File: src/rtl/vend_dispense_ctrl.sv
// Dispenser back-end for the vending_mealy FSM: queues vend/change pulses,
// runs the motor and coin-return solenoid, confirms drops and tracks stock.
module vend_dispense_ctrl #(
  parameter int MOTOR_CYCLES = 4,
  parameter int DROP_TIMEOUT = 16,
  parameter int RET_CYCLES   = 2,
  parameter int STOCK_INIT   = 8,
  parameter int SW           = 4,
  parameter int QW           = 3
) (
  input  logic          clk_sig,
  input  logic          reset,
  input  logic          item_out,
  input  logic          return5,
  input  logic          item_drop,
  input  logic          restock,
  input  logic          clear_fault,
  output logic          motor_en,
  output logic          coin_ret,
  output logic [SW-1:0] stock,
  output logic          sold_out,
  output logic          busy,
  output logic          fault,
  output logic          ovf
);

  // One shared timer serves the motor, drop-wait and coin-return phases.
  localparam int TMAX0 = (MOTOR_CYCLES > DROP_TIMEOUT) ? MOTOR_CYCLES : DROP_TIMEOUT;
  localparam int TMAX  = (TMAX0 > RET_CYCLES) ? TMAX0 : RET_CYCLES;
  localparam int TW    = (TMAX > 1) ? $clog2(TMAX) : 1;
  // Two guard bits so +1 and +3 can be detected past the counter ceiling.
  localparam int CW    = QW + 2;

  localparam logic [QW-1:0] QMAX      = '1;
  localparam logic [SW-1:0] STOCK_RST = SW'(STOCK_INIT);

  typedef enum logic [2:0] {IDLE, MOTOR, WAIT_DROP, RETURN, FAULT} state_t;

  state_t        state;
  logic [QW-1:0] item_pend;
  logic [QW-1:0] ret_pend;
  logic [TW-1:0] timer;
  logic          drop_seen;

  logic          item_dec;
  logic          ret_dec;
  logic          refund;
  logic [CW-1:0] item_sum;
  logic [CW-1:0] ret_sum;
  logic [QW-1:0] item_pend_next;
  logic [QW-1:0] ret_pend_next;
  logic          item_lost;
  logic          ret_lost;

  // Which pending counters the FSM consumes this cycle.
  always_comb begin
    item_dec = 1'b0;
    ret_dec  = 1'b0;
    refund   = 1'b0;
    case (state)
      IDLE: begin
        if (item_pend != '0 && stock == '0) begin
          item_dec = 1'b1;
          refund   = 1'b1;
        end
      end
      WAIT_DROP: begin
        if (drop_seen || item_drop) item_dec = 1'b1;
      end
      RETURN: begin
        if (timer == TW'(RET_CYCLES - 1)) ret_dec = 1'b1;
      end
      default: ;
    endcase
  end

  // Net counter update (capture minus consume, plus 3 coins per refund), clamped at the ceiling.
  always_comb begin
    item_sum       = CW'(item_pend) + CW'(item_out) - CW'(item_dec);
    ret_sum        = CW'(ret_pend) + CW'(return5) + (refund ? CW'(3) : CW'(0)) - CW'(ret_dec);
    item_lost      = (item_sum > CW'(QMAX));
    ret_lost       = (ret_sum > CW'(QMAX));
    item_pend_next = item_lost ? QMAX : item_sum[QW-1:0];
    ret_pend_next  = ret_lost ? QMAX : ret_sum[QW-1:0];
  end

  assign busy = (state != IDLE) || (item_pend != '0) || (ret_pend != '0);

  // Main FSM with registered drive outputs, queue counters and stock.
  always_ff @(posedge clk_sig or negedge reset) begin
    if (!reset) begin
      state     <= IDLE;
      item_pend <= '0;
      ret_pend  <= '0;
      timer     <= '0;
      drop_seen <= 1'b0;
      stock     <= STOCK_RST;
      sold_out  <= (STOCK_INIT == 0);
      motor_en  <= 1'b0;
      coin_ret  <= 1'b0;
      fault     <= 1'b0;
      ovf       <= 1'b0;
    end else begin
      item_pend <= item_pend_next;
      ret_pend  <= ret_pend_next;
      ovf       <= ovf | item_lost | ret_lost;
      sold_out  <= (stock == '0);

      case (state)
        IDLE: begin
          if (item_pend != '0 && stock != '0) begin
            state     <= MOTOR;
            motor_en  <= 1'b1;
            timer     <= '0;
            drop_seen <= 1'b0;
          end else if (item_pend == '0 && ret_pend != '0) begin
            state    <= RETURN;
            coin_ret <= 1'b1;
            timer    <= '0;
          end
        end
        MOTOR: begin
          if (item_drop) drop_seen <= 1'b1;
          if (timer == TW'(MOTOR_CYCLES - 1)) begin
            state    <= WAIT_DROP;
            motor_en <= 1'b0;
            timer    <= '0;
          end else begin
            timer <= timer + TW'(1);
          end
        end
        WAIT_DROP: begin
          if (item_dec) begin
            if (stock != '0) stock <= stock - SW'(1);
            state     <= IDLE;
            drop_seen <= 1'b0;
            timer     <= '0;
          end else if (timer == TW'(DROP_TIMEOUT - 1)) begin
            state <= FAULT;
            fault <= 1'b1;
            timer <= '0;
          end else begin
            timer <= timer + TW'(1);
          end
        end
        RETURN: begin
          if (ret_dec) begin
            state    <= IDLE;
            coin_ret <= 1'b0;
            timer    <= '0;
          end else begin
            timer <= timer + TW'(1);
          end
        end
        FAULT: begin
          motor_en <= 1'b0;
          coin_ret <= 1'b0;
          if (clear_fault) begin
            state     <= IDLE;
            fault     <= 1'b0;
            timer     <= '0;
            drop_seen <= 1'b0;
          end
        end
        default: state <= IDLE;
      endcase

      // Restock overrides any vend decrement on the same edge.
      if (restock) stock <= STOCK_RST;
    end
  end

endmodule

File: config.mk
export PLATFORM = sky130hd
export DESIGN_NAME = vend_dispense_ctrl
export DESIGN_NICKNAME = d
export VERILOG_FILES = /design/src/rtl/vend_dispense_ctrl.sv
export SDC_FILE = /design/constraint.sdc
export NUM_CORES = 1
export LEC_CHECK = 0
export CAP_MARGIN = 20
export CORE_ASPECT_RATIO = 0.75
export CORE_UTILIZATION = 45
export DETAILED_ROUTE_END_ITERATION = 12
export PLACE_DENSITY = 0.69
export SYNTH_ARGS = -nofsm -noshare
export SYNTH_HDL_FRONTEND = slang
export SYNTH_SLANG_ARGS = --single-unit
File: constraint.sdc
create_clock -name clk_sig -period 7.33 [get_ports clk_sig]
set_clock_uncertainty 0.1 [all_clocks]
set_input_delay 0.733 -clock clk_sig [delete_from_list [all_inputs] [get_ports clk_sig]]
set_output_delay 0.733 -clock clk_sig [all_outputs]
set_load 0.01 [all_outputs]
# [Word-level counts from Yosys, hierarchy flattened]
# Cells that the tools add are included.
[totals] ff_bits=23 wordCells=113
[classes] addsub=7 order_cmp=2 eq_ne=19 n_mux=44 bitwise=2 reduce_logical=28
[op_table] cell="4-bit two-way mux" count=11
[op_table] cell="3-bit two-way mux" count=9
[op_table] cell="2-bit != test, second input constant" count=10
[op_table] cell="4-bit case mux with 5 select lines" count=1
[op_table] cell="1-bit two-way mux" count=16
[op_table] cell="3-bit case mux with 5 select lines" count=1
[op_table] cell="3-bit nonzero test" count=5
[op_table] cell="5-bit by 3-bit > comparator with 1-bit output, second input constant" count=2
[op_table] cell="5-bit AND reduction" count=2
[op_table] cell="3-bit AND reduction" count=3
[op_table] cell="3-bit by 1-bit adder with 4-bit output" count=2
[op_table] cell="4-bit AND reduction" count=2
[op_table] cell="2-bit nonzero test" count=4
[op_table] cell="4-bit nonzero test" count=2
[op_table] cell="3-bit by 2-bit equality test with 1-bit output, second input constant" count=2
[op_table] cell="3-bit logical NOT" count=2
[op_table] cell="3-bit != test, second input constant" count=2
[op_table] cell="1-bit case mux with 3 select lines" count=2
[op_table] cell="4-bit by 2-bit adder with 5-bit output" count=1
[op_table] cell="5-bit nonzero test" count=1
[op_table] cell="4-bit by 1-bit subtractor with 5-bit output" count=1
[op_table] cell="5-bit by 1-bit subtractor with 5-bit output" count=1
[op_table] cell="4-bit by 1-bit adder with 4-bit output, second input constant" count=1
[op_table] cell="4-bit by 1-bit equality test with 1-bit output, second input constant" count=1
[op_table] cell="12 further kinds" count=18

# [Logic depth before layout (Yosys ltp)]
[logic_depth] depth_word=9 ltp_mapped=13 depth_no_buf=13

# [Least setup slack after synthesis]
# OpenSTA, ideal clock, no wires.
[synth_timing] path_kind="reg-to-reg" startpoint="register stock[0]" endpoint="register ovf" setup_time_ps=132 t_arrival_ps=2818 t_required_ps=7098 slack_ps=4280 path_stages_with_launch=13 n_path_buf=0 synth_period_minus_slack_ps=3050 path_cell_list="dfrtp_1 -> inv_1 -> ha_1 -> nor3b_4 -> nand4bb_2 -> ha_1 -> inv_1 -> ha_1 -> nor2b_1 -> o21ai_0 -> a21oi_1 -> a211oi_2 -> or3b_1"
[synth_via] elab_chain_cells=9 word_cells_on_any_way=13 classes_between="3 x add/sub; 2 x order compare; 4 x mux; 2 x bitwise; 2 x reduce/logical"
[synth_lines] element="start: declaration" line_no="20" rtl="output logic [SW-1:0] stock,"
[synth_lines] element="start signal: assignment" line_no="134" rtl="if (stock != '0) stock <= stock - SW'(1);"
[synth_lines] element="4-bit logical NOT *" line_no="62" rtl="if (item_pend != '0 && stock == '0) begin"
[synth_lines] element="1-bit logical AND *" line_no="62"
[synth_lines] element="1-bit two-way mux *" line_no="62"
[synth_lines] element="1-bit two-way mux" line_no="60" rtl="case (state)"
[synth_lines] element="2-bit two-way mux" line_no="80" rtl="ret_sum = CW'(ret_pend) + CW'(return5) + (refund ? CW'(3) : CW'(0)) - CW'(ret_dec);"
[synth_lines] element="4-bit by 2-bit adder with 5-bit output" line_no="80"
[synth_lines] element="5-bit by 1-bit subtractor with 5-bit output" line_no="80"
[synth_lines] element="5-bit by 3-bit > comparator with 1-bit output" line_no="82" rtl="ret_lost = (ret_sum > CW'(QMAX));"
[synth_lines] element="1-bit OR *" line_no="106" rtl="ovf <= ovf | item_lost | ret_lost;"
[synth_lines] element="end signal: assignment" line_no="106"
[synth_lines] element="end: declaration" line_no="24" rtl="output logic ovf"
# Every way passes the cells marked *; elsewhere a longest branch is shown, timed or not.
# A chain may end at the register's enable or synchronous reset.

# [Worst setup path in the final report]
# Same ends and word-level chain as after synthesis.

==> out/results.txt <==
The run finished with clean final reports. For this design the total switching power over the nets is 0.276 mW. Averaged over all synthesized cells, the footprint is 9.99 µm². By area the synthesized netlist is led by sky130_fd_sc_hd__dfrtp_1 36%, sky130_fd_sc_hd__ha_1 11%, sky130_fd_sc_hd__inv_1 5.1%. The starting utilization of the core area was 0.471; the fraction of post-synthesis cell area in the top cell type by area was 0.356. 17 I/O pins were placed. The worst-path maximum fanout was 7.

By count the netlist is led by 22 x sky130_fd_sc_hd__dfrtp_1, 21 x sky130_fd_sc_hd__inv_1, 13 x sky130_fd_sc_hd__ha_1. Entering global routing, the biggest net connects 24 pins. The relative contribution of sequential cells to total power was 0.345.

The first routing iteration left 85 violations. Transition at the pin with the smallest max-transition slack: 0.561 ns. The kind of end point of the critical path was a flip-flop. For this run, design rule violations remaining after detail routing come to 0. The tools report the core box area as 0.00329 mm². The internal portion of the total power is 0.386 mW. The portion of netlist area occupied by mux cells was 0.0315; the clock latency of the later-clocked register in the worst-skew pair was 0.26 ns. The number of levels the H-tree was split into came out at 1.

Counting flops with a built-in enable in the synthesized netlist gives 0. The cell type with the highest aggregate area in the netlist is sky130_fd_sc_hd__dfrtp_1. The power density of the placed cells was 368 mW/mm². The number of global-route vias before repair is 1094. The peak ir drop on the vdd network is 165 µV. Post-synthesis sequential element count: 23. After clock tree synthesis, the clock-pin slew on the worst setup and hold paths is 0.08 ns.

In this run, post-CTS repair resized a total of 0 instances. The type of the worst setup path is flip-flop to flip-flop. The diode insertion count for antenna repair was 0; the fraction of the mapped netlist area in adder cells was 0.144.

TritonCTS built the clock tree. Counting both buffers and inverters, the worst setup path holds a total of 2. The average via count per standard cell came out at 5.34. Traced cell by cell, the critical path runs through inv_1, ha_1, nor3b_4, nand4bb_2, ha_1, inv_1, ha_1, nor2b_1, o21ai_0, a21oi_1, a211oi_2, or3b_1. Measured along the x axis, the die boundary spans 69.7 µm. The routed layout has 1137 vias. At the end of routability-driven placement, the weighted congestion stood at 0.821. Setup repair after global routing left no endpoint under its margin. The total setup violations reported at the end of the flow is 0. The share of post-route cells with drive strength above 1 works out to 0.110.

The tools report the final-report hold violation count as 0. The warning count from the yosys run was 0; the final wirelength was 3.09 mm. The tree is rooted in a sky130_fd_sc_hd__clkbuf_8.

The tools report the placement-stage cell area as 0.00174 mm². TritonCTS created 3 clock buffers. The post-synthesis share of cell area spent on xor and xnor gates is 0.0340, and the count of maximum capacitance violations is 0. The average detailed-routed wire length per instance is 14.5 µm. The synthesized netlist contains 42 unique library cells. The number of nets in the synthesized netlist is 178. With fillers left out, the area of the finished cells amounts to 0.00180 mm². The run gives 155 as the synthesized netlist cell count.

Once detailed placement completed, the half-perimeter wirelength came to 2.40 mm. The logs give 0.537 for the combinational power share and 0.118 for the share of total power in the clock network. Data on the critical path is required at its endpoint by 7.38 ns. The share of the clock period used by the worst path after layout came out at 0.453.

The post-placement worst setup slack was 3.85 ns; the total grt overflow was 0. The net count of the finished layout is 197. The tools report the count of antenna-violating nets left after detailed routing as 0. The final critical-path required period works out to 3.32 ns.

The async set-or-reset flop fraction in the synthesized netlist works out to 1.00. Combinational family with the most area after synthesis: simple AND/OR/NAND/NOR gates. The total standard cell area after synthesis is 0.00155 mm², and the delay of the slowest cell on the worst path is 0.42 ns.

The deepest clock path buffer count is 2. The most used flip-flop cell after synthesis is sky130_fd_sc_hd__dfrtp_1. For this run, the detailed router's first-pass iteration total came to 4. The floorplan step defined a die boundary enclosing 0.00368 mm².

Counting every sink on the clock net gives 23. The cell with the largest stage delay on the worst path is sky130_fd_sc_hd__dfrtp_1. The most instantiated library cell after synthesis was sky130_fd_sc_hd__dfrtp_1. The run gives 18 as the number of placement rows. The count of pins over their slew limit is 0.

Global-route usage over all layers: 0.193. The first global-routing pass estimated 5.35 mm of wire. For the relative max-transition margin, the log shows 0.625. The worst setup path is launched from a flip-flop. The number of antenna violations at the first check in global routing was 0; the share of total power consumed by net switching was 0.417. Port buffering added 16 buffers. The share of the synthesized area in compound gates (AO/OA/AOI/OAI) is 0.148, and the die extent in y is 52.8 µm. Adding up every negative setup slack in the final design gives 0 ns.

Hold repair after CTS inserted 0 buffers. The post-synthesis sequential area ratio was 0.373; the total leakage power was 0.828 nW. For the number of post-CTS setup repair buffers, the log shows 0. Cell type with the highest occurrence count on the critical path: sky130_fd_sc_hd__ha_1. Across all setup checks in the final design, the least slack found is 4.01 ns. The simple-gate share of the synthesized area works out to 0.205.

The worst hold path belongs to the class flip-flop to flip-flop. Compared with the post-synthesis result, the final layout area differs by 16.0%. Broken down by cell family, the worst path's largest delay share belongs to simple AND/OR/NAND/NOR gates. The arrival time reported for the critical path endpoint is 3.37 ns. Static timing analysis puts the maximum clock frequency at 0.301 GHz.
[sequential cells by signal (all words and copies together), names as in the netlist, 3 cells and up]
signal,flops
item_pend,3
timer,4
ret_pend,3
state,3
stock,4
[power groups by stage]
stage	logic, mW	registers [mW]	clock network [mW]
finish	0.355	0.228	0.0783
global route	0.402	0.237	0.0893
CTS	0.358	0.228	0.0809
detailed placement	0.356	0.229	0
global placement	0.337	0.228	0
floorplan	0.274	0.215	0
[worst register-to-register path: cells and delay by family (launching register included)]
family                     cells  cell delay [ns]
and+or+nand+nor                4             1.12
adders and majority gates      3             0.82
AOI/OAI and AO/OA              3             0.61
DFF                            1             0.42
buffers and inverters          2             0.13
[cell families after synthesis]
group | count (synthesis)
muxes | 4
adders and majority gates | 16
and+or+nand+nor | 50
DFF | 23
xor gates and xnor gates | 6
buffers and inverters | 24
AOI/OAI and AO/OA | 32
[final cells by class]
| class | count | area (µm²) |
|---|---|---|
| Clock buffer | 4 | 45.0 |
| Fill cell | 290 | 1490 |
| Inverter | 21 | 78.8 |
| Multi-Input combinational cell | 108 | 870 |
| Sequential cell | 23 | 577 |
| Tap cell | 40 | 50.0 |
| Timing Repair Buffer | 17 | 175 |
[cells in the final DEF, fill, tap and decap left out, drive strengths merged, types with 3 or more instances in the layout]
cell / Yosys / layout
a21o: 4 / 4
a21oi: 6 / 6
a22o: 4 / 4
clkbuf: 1 / 4
clkdlybuf4s50: 0 / 16
dfrtp: 22 / 22
fa: 3 / 3
ha: 13 / 13
inv: 21 / 21
mux2: 4 / 4
nand2: 11 / 11
nand2b: 4 / 4
nand3: 3 / 3
nor2: 12 / 12
nor3: 7 / 7
o21ai: 7 / 7
xnor2: 3 / 3
xor2: 3 / 3
[routing by layer]
metal	vias up	GRT usage	share of wire	wire [µm]
met5	-	0	0	0
met4	0	0.0300	0.0023	7
met3	2	0.0500	0.054	167
met2	27	0.298	0.45	1390
met1	545	0.277	0.49	1530
li1	563	-	-	-
[final timing paths]
path | startpoint | endpoint | slack, ns | cells after the start
hold reg to reg | coin_ret | coin_ret | 0.39 | 1
hold / removal | coin_ret | coin_ret | 0.39 | 1
setup reg to reg | stock[0] | ovf | 4.01 | 12
setup / recovery | stock[0] | ovf | 4.01 | 12
max in group asynchronous | reset | stock[3] | 5.84 | 2
min in group asynchronous | reset | ret_pend[0] | 0.73 | 1
[through the flow]
| step | utilization | hold slack (ns) | std cells | total power, mW |
|---|---|---|---|---|
| floorplan | - | 0.337 | 155 | 0.489 |
| global placement | 0.528 | 0.361 | 208 | 0.565 |
| detailed placement | 0.528 | 0.375 | 208 | 0.585 |
| CTS | 0.541 | 0.400 | 212 | 0.666 |
| global route | 0.546 | 0.418 | 213 | 0.729 |
| finish | 0.546 | 0.395 | 213 | 0.661 |
No activity file was read; power rests on OpenSTA's default activity.
